<file path="src/rtl/iiitb_ptvm_change_dispenser.sv">
// Change dispenser for the ticket vending machine: charges one ticket from the
// accumulated credit and returns the balance one coin per coin-mechanism handshake.
module iiitb_ptvm_change_dispenser #(
  parameter int CREDIT_W   = 5,
  parameter int PRICE      = 3,
  parameter int GAP_CYCLES = 1
) (
  input  logic                clk,
  input  logic                rst,
  input  logic                start,
  input  logic [CREDIT_W-1:0] credit,
  input  logic                coin_ack,
  output logic [1:0]          coin_out,
  output logic                ticket,
  output logic                err,
  output logic                busy,
  output logic                done
);

  localparam int GAP_W = (GAP_CYCLES > 1) ? $clog2(GAP_CYCLES) : 1;
  localparam logic [GAP_W-1:0] GAP_LOAD = (GAP_CYCLES > 0) ? GAP_W'(GAP_CYCLES - 1) : '0;
  localparam logic [CREDIT_W-1:0] PRICE_U = CREDIT_W'(PRICE);

  localparam logic [1:0] COIN_NONE = 2'b00;
  localparam logic [1:0] COIN_FIVE = 2'b01;
  localparam logic [1:0] COIN_TEN  = 2'b10;

  typedef enum logic [2:0] {
    IDLE    = 3'd0,
    CHARGE  = 3'd1,
    PRESENT = 3'd2,
    GAP     = 3'd3,
    FINISH  = 3'd4
  } state_t;

  state_t              state, state_n;
  logic [CREDIT_W-1:0] remainder, rem_n, rem_left;
  logic [GAP_W-1:0]    gap_cnt, gap_n;
  logic [1:0]          coin_n;
  logic                ticket_n, err_n, busy_n, done_n;

  // Tens first while two or more units remain, so at most one five and always last.
  function automatic logic [1:0] coin_for(input logic [CREDIT_W-1:0] rem);
    return (rem >= CREDIT_W'(2)) ? COIN_TEN : COIN_FIVE;
  endfunction

  function automatic logic [CREDIT_W-1:0] coin_units(input logic [1:0] coin);
    return (coin == COIN_TEN) ? CREDIT_W'(2) : CREDIT_W'(1);
  endfunction

  always_comb begin
    state_n  = state;
    rem_n    = remainder;
    gap_n    = gap_cnt;
    coin_n   = coin_out;
    busy_n   = busy;
    ticket_n = 1'b0;
    err_n    = 1'b0;
    done_n   = 1'b0;
    rem_left = remainder - coin_units(coin_out);

    case (state)
      IDLE: begin
        // busy stays up through the done cycle and drops on the edge that clears done
        busy_n = 1'b0;
        if (start) begin
          busy_n  = 1'b1;
          rem_n   = credit;
          state_n = CHARGE;
        end
      end

      CHARGE: begin
        if (remainder >= PRICE_U) begin
          ticket_n = 1'b1;
          rem_n    = remainder - PRICE_U;
        end else begin
          err_n = 1'b1;
        end
        state_n = (rem_n != '0) ? PRESENT : FINISH;
      end

      PRESENT: begin
        // A 00 here means the first coin has not been put up yet; acks are ignored until it is.
        if (coin_out == COIN_NONE) begin
          coin_n = coin_for(remainder);
        end else if (coin_ack) begin
          rem_n = rem_left;
          if (rem_left == '0) begin
            coin_n  = COIN_NONE;
            state_n = FINISH;
          end else if (GAP_CYCLES == 0) begin
            coin_n = coin_for(rem_left);
          end else begin
            coin_n  = COIN_NONE;
            gap_n   = GAP_LOAD;
            state_n = GAP;
          end
        end
      end

      GAP: begin
        if (gap_cnt == '0) begin
          coin_n  = coin_for(remainder);
          state_n = PRESENT;
        end else begin
          gap_n = gap_cnt - GAP_W'(1);
        end
      end

      FINISH: begin
        done_n  = 1'b1;
        state_n = IDLE;
      end

      default: begin
        state_n = IDLE;
        busy_n  = 1'b0;
        coin_n  = COIN_NONE;
      end
    endcase
  end

  always_ff @(posedge clk or posedge rst) begin
    if (rst) begin
      state     <= IDLE;
      remainder <= '0;
      gap_cnt   <= '0;
      coin_out  <= COIN_NONE;
      ticket    <= 1'b0;
      err       <= 1'b0;
      busy      <= 1'b0;
      done      <= 1'b0;
    end else begin
      state     <= state_n;
      remainder <= rem_n;
      gap_cnt   <= gap_n;
      coin_out  <= coin_n;
      ticket    <= ticket_n;
      err       <= err_n;
      busy      <= busy_n;
      done      <= done_n;
    end
  end

endmodule

</file>
<file path="config.mk">
export PLATFORM = sky130hd
export DESIGN_NAME = iiitb_ptvm_change_dispenser
export DESIGN_NICKNAME = d
export VERILOG_FILES = /design/src/rtl/iiitb_ptvm_change_dispenser.sv
export SDC_FILE = /design/constraint.sdc
export NUM_CORES = 1
export LEC_CHECK = 0
export ABC_AREA = 1
export CAP_MARGIN = 10
export CORE_MARGIN = 5
export CORE_UTILIZATION = 55
export CTS_BUF_LIST = sky130_fd_sc_hd__clkbuf_4
export CTS_CLUSTER_DIAMETER = 100
export CTS_CLUSTER_SIZE = 25
export DETAILED_ROUTE_END_ITERATION = 12
export GPL_TIMING_DRIVEN = 0
export HOLD_SLACK_MARGIN = 0.08
export MAX_ROUTING_LAYER = met4
export PLACE_DENSITY = 0.9
export SYNTH_ARGS = -nofsm -noshare
export SYNTH_HDL_FRONTEND = slang
export SYNTH_SLANG_ARGS = --single-unit
</file>
<file path="constraint.sdc">
create_clock -name clk -period 2.4 [get_ports clk]
set_clock_uncertainty 0.1 [all_clocks]
set_input_delay 0.48 -clock clk [delete_from_list [all_inputs] [get_ports clk]]
set_output_delay 0.48 -clock clk [all_outputs]
set_load 0.01 [all_outputs]
</file>
==> results of run 1 <==
-- timing repair --
item | in CTS | in global routing
hold buffers | 0 | 0
gates resized for setup | 0 | 4
endpoints found under the setup margin | 0 | 3
endpoints found under the hold margin | 0 | 0
-- worst max-delay path by stage --
stage                           start       end  cells past startpoint
after global routing      coin_out[0]  state[1]                     12
after detailed placement  coin_out[0]  state[1]                     12
after CTS                 coin_out[0]  state[1]                     12
after global placement    coin_out[0]  state[1]                     12
final                     coin_out[0]  state[1]                     12
after floorplan           coin_out[1]  state[1]                     13
-- metrics by stage --
| stage | TNS (ps) | area (sq um) | hold WS, ps |
|---|---|---|---|
| after floorplan | 0 | 1020 | 269 |
| after global placement | 0 | 1190 | 429 |
| after detailed placement | 0 | 1190 | 435 |
| after CTS | 0 | 1220 | 445 |
| after global routing | -24.5 | 1230 | 485 |
| final | 0 | 1230 | 423 |
-- cells by family (layout without fill, tap and decap cells) --
| family | after synthesis | count (layout) | share of synthesized area, % |
|---|---|---|---|
| and+or+nand+nor | 79 | 79 | 34.0 |
| AOI/OAI and AO/OA | 24 | 24 | 15.2 |
| buffers and inverters | 22 | 39 | 8.07 |
| DFF | 14 | 14 | 34.2 |
| adders and majority gates | 5 | 5 | 6.85 |
| xor gates and xnor gates | 2 | 2 | 1.71 |
-- final cells by class --
class	instances	share of cell area, %
Multi-Input combinational cell	110	49.2
Sequential cell	14	28.4
Timing Repair Buffer	14	11.3
Inverter	22	6.69
Tap cell	25	2.53
Clock buffer	3	1.82
-- metal layers --
metal  vias to the layer above  global-route usage (%)  part of all wire [%]
met5                         -                       -                     0
met4                         0                    8.51                   2.5
met3                         9                    3.66                   7.4
met2                        52                    34.5                    48
met1                       462                    23.8                    42
li1                        504                       -                     -
-- power by group through the flow --
stage	logic [mW]	clock network, mW	registers (mW)
final	1.40	0.138	0.439
after global routing	1.58	0.154	0.450
after CTS	1.34	0.139	0.433
after detailed placement	1.34	0	0.438
after global placement	1.28	0	0.432
after floorplan	1.01	0	0.434
-- Yosys cell counts --
| cell | count | area share, % |
|---|---|---|
| o21ai_1 | 4 | 2.0 |
| o31ai_1 | 1 | 0.73 |
| nand2_1 | 46 | 17 |
| nand2_4 | 2 | 2.2 |
| a21oi_1 | 5 | 2.4 |
| fa_1 | 1 | 2.0 |
| nand2_2 | 2 | 1.2 |
| dfrtp_1 | 14 | 34 |
| xor2_1 | 1 | 0.86 |
| inv_1 | 19 | 7.0 |
| nor2_1 | 16 | 5.9 |
| a21oi_4 | 1 | 1.6 |
| inv_2 | 3 | 1.1 |
| nand3_1 | 7 | 3.4 |
| o21ai_2 | 1 | 0.86 |
| nor2_4 | 1 | 1.1 |
| nand4_1 | 4 | 2.4 |
| o21ai_0 | 6 | 2.9 |
| xnor2_1 | 1 | 0.86 |
| o221ai_1 | 2 | 1.7 |
| and2_4 | 1 | 0.86 |
| o21a_1 | 1 | 0.73 |
| ha_1 | 4 | 4.9 |
| o211ai_1 | 3 | 2.2 |
-- flip-flops by register name, indices dropped and copies added (netlist names) --
name       count
busy           1
coin_out       2
done           1
err            1
remainder      5
state          3
ticket         1
==> results.py, run 1 <==
metrics = {
    "global_routing": {
        "antenna_found_initial": 0,
        "grt_start_max_net_pins": 15,
        "track_usage_pct": 20.4,
        "grt_overflow": 0,
        "grt_pass1_wl_mm": 4.17,
        "grt_pass1_vias": 1011,
    },
    "timing": {
        "finalSetupViolations": 0,
        "maxSlewViolCount": 0,
        "fin_crit_sh_pct": 93.1,
        "setup_ws_ps": 167,
        "maxSlewHeadroom_pct": 63.7,
        "fin_crit_ps": 2230,
        "worstMarginPinSlew_ps": 544,
        "hold_violations": 0,
        "fmaxAchievable_mhz": 448,
    },
    "status": {
        "status": "complete, no violations",
    },
    "power": {
        "power_per_cell_area_mw_per_mm2": 1600,
        "p_total_mw": 1.98,
        "switching_power_mw": 1.07,
        "p_comb_share_pct": 70.8,
        "netSwitchingFraction_pct": 54.0,
        "ir_worst_vdd_v": 0.000846,
        "power_frac_clock_pct": 7.0,
        "intPower_mw": 0.911,
        "seqPwrFrac_pct": 22.2,
        "p_leak_nw": 0.621,
    },
    "clocking": {
        "cts_tree": "yes",
        "clock_path_buffers": 2,
        "cts_root_buffer": "clkbuf_4",
        "cts_sinks": 14,
        "clkTransAtPathRegs_ps": 90,
        "clock_latency_ps": 290,
        "cts_buffers": 3,
        "htree_levels": 1,
        "cts_setup_buffers": 0,
    },
    "cells_and_area": {
        "layout_commonest_cell": "nand2_1",
        "multi_input_area_sq_um": 608,
        "nFillCells": 154,
        "final_cell_mix": "46 x nand2_1, 19 x inv_1, 14 x nor2_1, 14 x dfrtp_1, 14 x clkdlybuf4s50_1",
        "register_area_sq_um": 350,
        "drive_gt1_share_pct": 10.4,
        "stdcell_count": 188,
        "nets": 179,
        "utilization_pct": 70.8,
        "diodes": 0,
        "areaGrowthSynthToFinish_pct": 20.7,
    },
    "critical_path": {
        "r2r_slack_ps": 170,
        "cp_slowest_cell": "fa_1",
        "reg2reg_depth": 12,
        "timing.rr.end": "state[1]",
        "critPathMaxFanout": 4,
        "critPathCaptureType": "flop",
        "crit_chain": "nor2_4 -> inv_1 -> ha_1 -> fa_1 -> xnor2_2 -> nand2_1 -> nor2_2 -> nand4_1 -> nand2_1 -> nand2_1 -> nand2_1 -> nand2_1",
        "critPathKind": "reg -> reg",
        "crit_top_cell": "nand2_1",
        "max_stage_delay_ps": 450,
        "startpoint_type": "flop",
        "critical_path_buf_inv_count": 1,
        "worstReg2RegStart": "coin_out[0]",
        "critPathArrivalTime_ps": 2310,
        "critPathTopFamily": "simple AND/OR/NAND/NOR gates",
        "required_ps": 2480,
    },
    "die": {
        "die_w_microns": 53.1,
        "rows": 15,
        "core_area_sq_mm": 0.00175,
        "start_util_pct": 58.6,
        "io_pins": 15,
        "die_h_microns": 53.1,
        "die_area_sq_mm": 0.00282,
    },
    "placed_design": {
        "post-place-cells": 185,
        "hpwlAfterDp_mm": 1.89,
        "io_buffer_count": 14,
        "gp_congestion": 0.973,
        "dp_slack_ps": 66.7,
    },
    "route": {
        "drt_iter0_drc": 30,
        "viasPerCell": 5.46,
        "via_count": 1027,
        "wl_per_cell_microns": 12.7,
        "dr.pass1.iters": 4,
        "routed_wirelength_mm": 2.39,
        "drc": 0,
        "antenna_left": 0,
    },
    "logic_synthesis": {
        "ys_ff_latch": 14,
        "synthCells": 146,
        "yosys_warnings": 0,
        "synth_area_sq_mm": 0.00102,
        "ys_seq_area_share_pct": 34.2,
        "syn-num-nets": 160,
        "syn_area_per_cell_sq_um": 7.01,
        "yosysUniqueCellTypes": 24,
    },
    "run": {
        "drv_cap": 0,
    },
    "worst_hold_path": {
        "worstHoldPathType": "in -> async",
    },
}
No activity file was read; power rests on OpenSTA's default activity.
==> run 2, diff against run 1 <==
--- a/config.mk
+++ b/config.mk
@@ -17,6 +17,7 @@
 export HOLD_SLACK_MARGIN = 0.08
 export MAX_ROUTING_LAYER = met4
 export PLACE_DENSITY = 0.9
+export SKIP_LAST_GASP = 1
 export SYNTH_ARGS = -nofsm -noshare
 export SYNTH_HDL_FRONTEND = slang
 export SYNTH_SLANG_ARGS = --single-unit
==> results of run 2 <==
Same layout as run 1: the final DEF is identical, and so are final timing and power.
